File: src/rtl/csr_mach_unit.sv
// csr_mach_unit
// Machine-mode CSR file and trap sequencer for the RV32I EX stage.
// It executes CSRRW/CSRRS/CSRRC on the machine CSRs and forwards counter
// reads from the counter block. It also turns exceptions, interrupts and
// MRET into a registered, one-cycle PC redirect toward fetch.
//
// Ports
//   clk, rst                  clock; asynchronous active-high reset
//   csr_valid/addr/op/wdata   CSR instruction in EX (op 01 RW, 10 RS, 11 RC)
//   csr_src_zero              rs1=x0 / uimm=0, which suppresses RS/RC writes
//   cnt_rdata                 counter block read data for csr_addr
//   exc_valid/cause/pc/tval   synchronous exception in EX
//   mret                      MRET in EX
//   irq_mtip, irq_meip        level-sensitive timer / external interrupt
//   int_pc, int_ok            resume PC and "interrupt may be taken now"
//   csr_rdata, csr_illegal    combinational read data / illegal access
//   redirect, redirect_pc     registered one-cycle redirect pulse and target
//
// Handshake: there is no backpressure. csr_valid, exc_valid and mret each
// qualify their payload for exactly the cycle in which they are high. The
// unit consumes that payload in the same cycle, or drops it while in REDIR.
module csr_mach_unit #(
    parameter logic [31:0] MTVEC_RST = 32'h0000_0000,
    parameter logic [31:0] MHARTID   = 32'd0
) (
    input  logic        clk,
    input  logic        rst,
    input  logic        csr_valid,
    input  logic [11:0] csr_addr,
    input  logic [1:0]  csr_op,
    input  logic [31:0] csr_wdata,
    input  logic        csr_src_zero,
    input  logic [31:0] cnt_rdata,
    input  logic        exc_valid,
    input  logic [3:0]  exc_cause,
    input  logic [31:0] exc_pc,
    input  logic [31:0] exc_tval,
    input  logic        mret,
    input  logic        irq_mtip,
    input  logic        irq_meip,
    input  logic [31:0] int_pc,
    input  logic        int_ok,
    output logic [31:0] csr_rdata,
    output logic        csr_illegal,
    output logic        redirect,
    output logic [31:0] redirect_pc
);

    typedef enum logic {RUN, REDIR} state_t;
    state_t state, state_nxt;

    logic        st_mie, st_mpie;
    logic        mie_mtie, mie_meie;
    logic [31:0] mtvec_q;     // bit1 is held at 0
    logic [31:0] mscratch_q;
    logic [31:0] mepc_q;      // bits [1:0] are held at 0
    logic [31:0] mcause_q;
    logic [31:0] mtval_q;

    logic        addr_known;
    logic [31:0] old_val;
    logic [31:0] new_val;
    logic        wr_req;
    logic        csr_we;
    logic [1:0]  irq_pend;    // {MEI, MTI}, already masked by mie
    logic        take_exc, take_mret, take_irq, take_trap;
    logic [3:0]  irq_cause;
    logic [3:0]  trap_cause;
    logic [31:0] trap_pc;
    logic [31:0] trap_target;

    // Read mux. This is the pre-write value in the same cycle.
    always_comb begin
        addr_known = 1'b1;
        old_val    = 32'h0;
        case (csr_addr)
            12'h300: old_val = {19'b0, 2'b11, 3'b0, st_mpie, 3'b0, st_mie, 3'b0};
            12'h301: old_val = 32'h4000_0100;
            12'h304: old_val = {20'b0, mie_meie, 3'b0, mie_mtie, 7'b0};
            12'h305: old_val = mtvec_q;
            12'h340: old_val = mscratch_q;
            12'h341: old_val = mepc_q;
            12'h342: old_val = mcause_q;
            12'h343: old_val = mtval_q;
            12'h344: old_val = {20'b0, irq_meip, 3'b0, irq_mtip, 7'b0};
            12'hF14: old_val = MHARTID;
            12'hC00, 12'hC80, 12'hC02, 12'hC82: old_val = cnt_rdata;
            default: addr_known = 1'b0;
        endcase
    end

    // RS/RC with a zero source are pure reads. This matters for read-only
    // addresses (11xx), where only an actual write is illegal.
    assign wr_req      = (csr_op == 2'b01) || (csr_op[1] && !csr_src_zero);
    assign csr_illegal = csr_valid && (csr_op != 2'b00) &&
                         (!addr_known || ((csr_addr[11:10] == 2'b11) && wr_req));
    assign csr_rdata   = csr_illegal ? 32'h0 : old_val;

    always_comb begin
        new_val = old_val;
        case (csr_op)
            2'b01:   new_val = csr_wdata;
            2'b10:   new_val = old_val | csr_wdata;
            2'b11:   new_val = old_val & ~csr_wdata;
            default: new_val = old_val;
        endcase
    end

    assign csr_we = csr_valid && (csr_op != 2'b00) && wr_req && !csr_illegal &&
                    !exc_valid && (state == RUN);

    // Event selection: exception > mret > interrupt. Interrupts wait while a
    // CSR instruction is in EX, so they never race a CSR write.
    assign irq_pend  = {irq_meip & mie_meie, irq_mtip & mie_mtie};
    assign take_exc  = (state == RUN) && exc_valid;
    assign take_mret = (state == RUN) && !exc_valid && mret;
    assign take_irq  = (state == RUN) && !exc_valid && !mret && int_ok &&
                       st_mie && (irq_pend != 2'b00) && !csr_valid;
    assign take_trap = take_exc || take_irq;

    assign irq_cause  = irq_pend[1] ? 4'd11 : 4'd7;
    assign trap_cause = take_exc ? exc_cause : irq_cause;
    assign trap_pc    = take_exc ? exc_pc : int_pc;
    // Vectored mode applies only to interrupts; exceptions always use the base.
    assign trap_target = (take_irq && mtvec_q[0])
                       ? {mtvec_q[31:2], 2'b00} + {26'b0, irq_cause, 2'b00}
                       : {mtvec_q[31:2], 2'b00};

    always_comb begin
        state_nxt = state;
        case (state)
            RUN:     if (take_trap || take_mret) state_nxt = REDIR;
            REDIR:   state_nxt = RUN;
            default: state_nxt = RUN;
        endcase
    end

    always_ff @(posedge clk or posedge rst) begin
        if (rst) state <= RUN;
        else     state <= state_nxt;
    end

    always_ff @(posedge clk or posedge rst) begin
        if (rst) begin
            st_mie      <= 1'b0;
            st_mpie     <= 1'b0;
            mie_mtie    <= 1'b0;
            mie_meie    <= 1'b0;
            mtvec_q     <= {MTVEC_RST[31:2], 1'b0, MTVEC_RST[0]};
            mscratch_q  <= 32'h0;
            mepc_q      <= 32'h0;
            mcause_q    <= 32'h0;
            mtval_q     <= 32'h0;
            redirect    <= 1'b0;
            redirect_pc <= 32'h0;
        end else begin
            if (csr_we) begin
                case (csr_addr)
                    12'h300: begin
                        st_mie  <= new_val[3];
                        st_mpie <= new_val[7];
                    end
                    12'h304: begin
                        mie_mtie <= new_val[7];
                        mie_meie <= new_val[11];
                    end
                    12'h305: mtvec_q    <= {new_val[31:2], 1'b0, new_val[0]};
                    12'h340: mscratch_q <= new_val;
                    12'h341: mepc_q     <= new_val & 32'hFFFF_FFFC;
                    12'h342: mcause_q   <= new_val;
                    12'h343: mtval_q    <= new_val;
                    default: ;
                endcase
            end
            // Trap and mret updates come after the CSR write so that they win
            // if an mret shares a cycle with a CSR instruction.
            if (take_trap) begin
                mepc_q   <= trap_pc & 32'hFFFF_FFFC;
                mcause_q <= {take_irq, 27'b0, trap_cause};
                mtval_q  <= take_exc ? exc_tval : 32'h0;
                st_mpie  <= st_mie;
                st_mie   <= 1'b0;
            end else if (take_mret) begin
                st_mie  <= st_mpie;
                st_mpie <= 1'b1;
            end
            redirect <= take_trap || take_mret;
            if (take_trap)      redirect_pc <= trap_target;
            else if (take_mret) redirect_pc <= mepc_q;
        end
    end

endmodule

File: config.mk
export PLATFORM = sky130hd
export DESIGN_NAME = csr_mach_unit
export DESIGN_NICKNAME = d
export VERILOG_FILES = /design/src/rtl/csr_mach_unit.sv
export SDC_FILE = /design/constraint.sdc
export NUM_CORES = 1
export LEC_CHECK = 0
export ABC_CLOCK_PERIOD_IN_PS = 18700
export CAP_MARGIN = 20
export CORE_ASPECT_RATIO = 1.1
export CORE_MARGIN = 3
export CORE_UTILIZATION = 55
export DETAILED_ROUTE_END_ITERATION = 6
export PLACE_DENSITY = 0.86
export SLEW_MARGIN = 20
export SYNTH_ARGS = -nofsm -noshare
export SYNTH_HDL_FRONTEND = slang
export SYNTH_SLANG_ARGS = --single-unit
File: constraint.sdc
create_clock -name clk -period 18.7 [get_ports clk]
set_input_delay 3.74 -clock clk [delete_from_list [all_inputs] [get_ports clk]]
set_output_delay 3.74 -clock clk [all_outputs]
set_load 0.005 [all_outputs]
# Yosys cells after proc, flatten, opt, wreduce, memory -nomap -nowiden
# Cells that the tools add are included.
# W data, S select, Z words.
# totals
reg_bits	197
out_inout_bits	66
wordCells	112
# op_classes
addsub	1
eq_ne	18
muxes	30
bitwise	6
n_reduce_logical	45
# ops
cell	count
$mux W32	15
$pmux W32 S10	1
$eq A12 B10 Y1 const B	9
$pmux W32 S3	1
$eq A12 B12 Y1 const B	5
$add A32 B6 Y32	1
$and A32 B32 Y32	1
$not A32 Y32	1
$or A32 B32 Y32	1
$logic_and A1 B1 Y1	17
$reduce_and A2 Y1	7
$reduce_bool A2 Y1	7
$reduce_or A14 Y1	1
$mux W1	10
$mux W4	2
$eq A2 B2 Y1 const B	3
$logic_not A1 Y1	6
$reduce_bool A3 Y1	2
$logic_or A1 B1 Y1	4
$reduce_or A4 Y1	1
$and A1 B1 Y1	2
$eq A2 B1 Y1 const B	1
$pmux W1 S2	1
$not A1 Y1	1

# Depth between registers and ports, before layout
# depth
depth_word	13
depth_mapped	9
ltp_nobuf	8

# Worst setup path after synthesis
# Ideal clock, no wire load.
# synth_timing
path_type	input to output
startpoint	in csr_addr[6]
endpoint	out csr_rdata[22]
arrival_ns	5.057
t_required_ns	14.960
setup_slack_ns	9.903
path_stages	7
n_path_buf	2
cell_sequence	buf_4 nor2b_1 o211ai_1 nand3_1 a21oi_1 clkbuf_1 nor2_1
# synth_between
elab_chain_cells	7
word_cells_on_any_way	22
classes_between	14 x eq/ne; 3 x mux; 5 x reduce/logical
# synth_lines
item	line	source
start, declared	29	input logic [11:0] csr_addr,
$eq A12 B10 Y1 / $eq A12 B12 Y1 (equally long branches)	76	case (csr_addr)
$reduce_or A14 Y1 (no line) *	n/a	
$mux W1 *	76	
$logic_not A1 Y1 *	96	(!addr_known || ((csr_addr[11:10] == 2'b11) && wr_req));
$logic_or A1 B1 Y1 *	96	
$logic_and A1 B1 Y1 *	95	assign csr_illegal = csr_valid && (csr_op != 2'b00) &&
net csr_illegal	44	output logic csr_illegal,
$mux W32 *	97	assign csr_rdata = csr_illegal ? 32'h0 : old_val;
end, declared	43	output logic [31:0] csr_rdata,
# The timed path passes the listed nets; every way through them passes the cells marked *.

# Final worst setup path
# layout_timing
startpoint	in csr_addr[6]
endpoint	out csr_rdata[28]
# layout_between
elab_chain_cells	7
word_cells_on_any_way	22
classes_between	14 x eq/ne; 3 x mux; 5 x reduce/logical
# layout_lines
item	line
$eq A12 B10 Y1 / $eq A12 B12 Y1 (equally long branches)	76
$reduce_or A14 Y1 (no line)	n/a
$mux W1	76
$logic_not A1 Y1	96
$logic_or A1 B1 Y1	96
$logic_and A1 B1 Y1	95
$mux W32 *	97
# Mark *: on every way between the ends. The rest lies on a longest branch, timed or not.

==> flow_metrics.tcl <==
set metrics [dict create \
    synth_top_cell_area_share 0.427 \
    r2r.worst_path.cells 7 \
    first_pass_grt_wire_length_um 63700 \
    timing.max_slew.rel_slack 0.283 \
    worst_path_largest_cell_delay_ns 0.83 \
    drc 25 \
    setup_viol_count_final 0 \
    synth.area.top_cells "dfrtp_1, nand2_1, a22o_1" \
    count_of_yosys_warnings_during_synthesis 0 \
    drtPass1Iterations 7 \
    worst_setup_path_start_kind "input port" \
    post_cts_hold_buffer_count 0 \
    crit_family "buffers and inverters" \
    synthArstFlopShare 1.00 \
    hold_slack_ns 0.488 \
    timing_worst_slew_pin_value_ns 1.08 \
    number_of_global_route_vias_before_repair 11000 \
    cell_accounting_for_the_most_synthesized_area "dfrtp_1" \
    critPathBufInv 3 \
    groute.usage.overall 0.370 \
    cp.required_ns 14.96 \
    yosysSeqAreaShare 0.427 \
    met1_resource_use_gr 0.521 \
    finalSetupTns_ns 0 \
    endpoint "csr_rdata[28]" \
    start_util 0.565 \
    gr-total-overflow 0 \
    synth_enable_flop_cells 0 \
    ys_dominant_reg_cell "dfrtp_1" \
    timing.critical_path.depth 8 \
    gp_congestion 0.970 \
    power.ir.vdd_worst_uv 69.6 \
    avgRoutedWirePerCell_um 24.7 \
    endpoint_kind "output pin" \
    route.final.wire_length_um 42000 \
    failed_checks "DRC" \
    most_common_cell_in_the_synthesized_netlist "dfrtp_1" \
    drv_slew 0 \
    layout-drive-gt1-share 0.0698 \
    num_vias 11600 \
    peak_usage_layer_in_the_global_routing_report "met2" \
    area_growth_syn_to_layout_pct 26.9 \
    gr-usage-met3 0.0914 \
    fin_total_pwr_uw 1110 \
    clkLatencyLatePin_ns 0.44 \
    hpwlAfterDp_um 28900 \
    timing.final.hold_violations 0 \
    filler_cell_count 1517 \
    drv_cap 0 \
    chipHeight_um 156 \
    cts-htree-levels 4 \
    met2_usage 0.556 \
    nNetsFinal 1623 \
    path_class "in2out" \
    critical_path.max_fanout 21 \
    clock.fmax_ghz 0.0921 \
    skew_ns 0.00979 \
    detail-route-antenna-nets 0 \
    number_of_flip_flops_and_latches_in_the_synthesized_netlist 193 \
    share_of_the_clock_period_used_by_the_worst_path 0.580 \
    die_area_um2 22300 \
    clk_root_buffer_cell "clkbuf_16" \
    worst_setup_path_startpoint "csr_addr[6]" \
    drt-vias-per-instance 6.80 \
    crit_arrival_ns 7.12 \
    cts_tree "built" \
    avgSynthCellArea_um2 8.98 \
    ctsLongestPathBuffers 2 \
    clock_sink_count 193 \
    cts_post_setup_buffers_inserted 0 \
    timing.critical_path.cells "clkdlybuf4s50_1 > and4bb_2 > and3_1 > buf_4 > a22o_1 > nor2_1 > nor2_1 > clkdlybuf4s50_1" \
    synth_common_cells "dfrtp_1, nand2_1, a21oi_1" \
    r2r_end "mepc_q[25]$_DFFE_PP0P_" \
    hold_class "reg2reg" \
    netlist_area_um2 11300 \
    postCtsResizedCells 0 \
    post_synth_inst_count 1259 \
    rows 54 \
    die_width_um 143 \
    netlist-cell-type-count 82 \
    cpMaxStageDelayCell "clkdlybuf4s50_1" \
    cellPowerDensity_nw_per_um2 77.3 \
    worst_r2r_startpoint "state$_DFF_PP0_" \
    port_buffers 246 \
    grt_start_max_net_pins 81 \
    rsz_0062_raised_after_global_routing "no" \
    share_of_the_core_filled_with_cells_in_the_final_layout 0.717 \
    fin_crit_ns 10.86 \
    r2r_setup_slack_ns 14.67 \
    drt_first_iter_violations 1805 \
    cts-buffers-inserted 17 \
    cellLeakagePower_uw 0.00578 \
    top_level_ports 253 \
    clk_pin_slew_ns 0.08 \
    core_area_um2 20000 \
    grt_antenna_before_repair 1 \
    run_status "finished, violations left" \
]
## final cells by class
class | instances | area [um2] | area share
Multi-Input combinational cell | 942 | 5900 | 0.412
Sequential cell | 193 | 4830 | 0.337
Timing Repair Buffer | 269 | 2650 | 0.185
Clock buffer | 17 | 425 | 0.0297
Tap cell | 252 | 315 | 0.0220
Clock inverter | 15 | 173 | 0.0120
Inverter | 10 | 42.5 | 0.00297
Antenna cell | 1 | 2.50 | 0.000174
## power breakdown
| group | switching [uW] | internal [uW] | leakage, uW |
|---|---|---|---|
| Clock | 176 | 202 | 0.000294 |
| Sequential | 41.0 | 460 | 0.00249 |
| Combinational | 114 | 116 | 0.00299 |
| Total | 332 | 777 | 0.00578 |
## tightest hold or removal path: cells and delay by family, from the launching register on
family	cells	cell delay, ns
AOI/OAI and AO/OA	1	0.06
DFF	1	0.35
and+or+nand+nor	1	0.05
## routing by layer
metal	share of wire	vias up
met1	0.38	5524
met3	0.14	127
met2	0.45	904
met4	0.034	0
met5	0	-
li1	-	5003
## sequential cells by signal, indices dropped and copies added (netlist names), 30 cells and up
name,flops
mcause_q,32
mscratch_q,32
mepc_q,30
mtval_q,32
mtvec_q,31
redirect_pc,30
## cells in the final DEF, fill, tap and decap left out, types with 3 or more instances in the layout
cell,count
clkinv_4,4
buf_4,22
a22o_1,74
nand3_2,4
inv_8,3
a21oi_1,100
xor2_1,17
nor3b_1,4
a221oi_2,7
a211oi_1,4
and3b_1,3
o31ai_1,3
clkdlybuf4s50_1,245
mux2i_1,7
a21o_1,5
o21ai_1,49
dfrtp_1,193
and2_1,7
a222oi_1,10
nand2_1,177
and3_1,33
nor2b_1,5
ha_1,3
clkbuf_16,17
o21ai_0,94
a32o_1,3
xnor2_1,38
o22ai_1,22
a32oi_1,22
a22oi_1,53
nand4_1,16
nor2_1,80
nor3_1,4
inv_1,9
inv_6,4
a31oi_1,12
nand3_1,25
## kinds of logic after synthesis
family / after synthesis / share of synthesized area
AOI/OAI and AO/OA: 487 / 0.295
and+or+nand+nor: 385 / 0.166
DFF: 193 / 0.427
buffers and inverters: 125 / 0.0542
xor gates and xnor gates: 55 / 0.0426
muxes: 10 / 0.0112
adders and majority gates: 3 / 0.00332
other: 1 / 0.000332
## how the worst min path moves through the flow
| stage | slack [ns] | to | cells past startpoint | startpoint |
|---|---|---|---|---|
| 6_report | 0.49 | mscratch_q[20]$_DFFE_PP0P_ | 2 | mscratch_q[20]$_DFFE_PP0P_ |
| 5_1_grt | 0.50 | mscratch_q[14]$_DFFE_PP0P_ | 2 | mscratch_q[14]$_DFFE_PP0P_ |
| 4_1_cts | 0.49 | mscratch_q[13]$_DFFE_PP0P_ | 2 | mscratch_q[13]$_DFFE_PP0P_ |
| 3_5_place_dp | 0.47 | mscratch_q[13]$_DFFE_PP0P_ | 2 | mscratch_q[13]$_DFFE_PP0P_ |
| 3_3_place_gp | 0.46 | mscratch_q[7]$_DFFE_PP0P_ | 2 | mscratch_q[7]$_DFFE_PP0P_ |
| 2_1_floorplan | 0.45 | mscratch_q[30]$_DFFE_PP0P_ | 2 | mscratch_q[30]$_DFFE_PP0P_ |
## stage by stage
step           cells  setup slack, ns  instance area (um2)
2_1_floorplan   1260             9.70                11300
3_3_place_gp    1665             7.92                13700
3_5_place_dp    1665             7.92                13700
4_1_cts         1697             7.91                14300
5_1_grt         1699             7.73                14300
6_report        1699             7.84                14300
No activity file was read; power rests on OpenSTA's default activity.
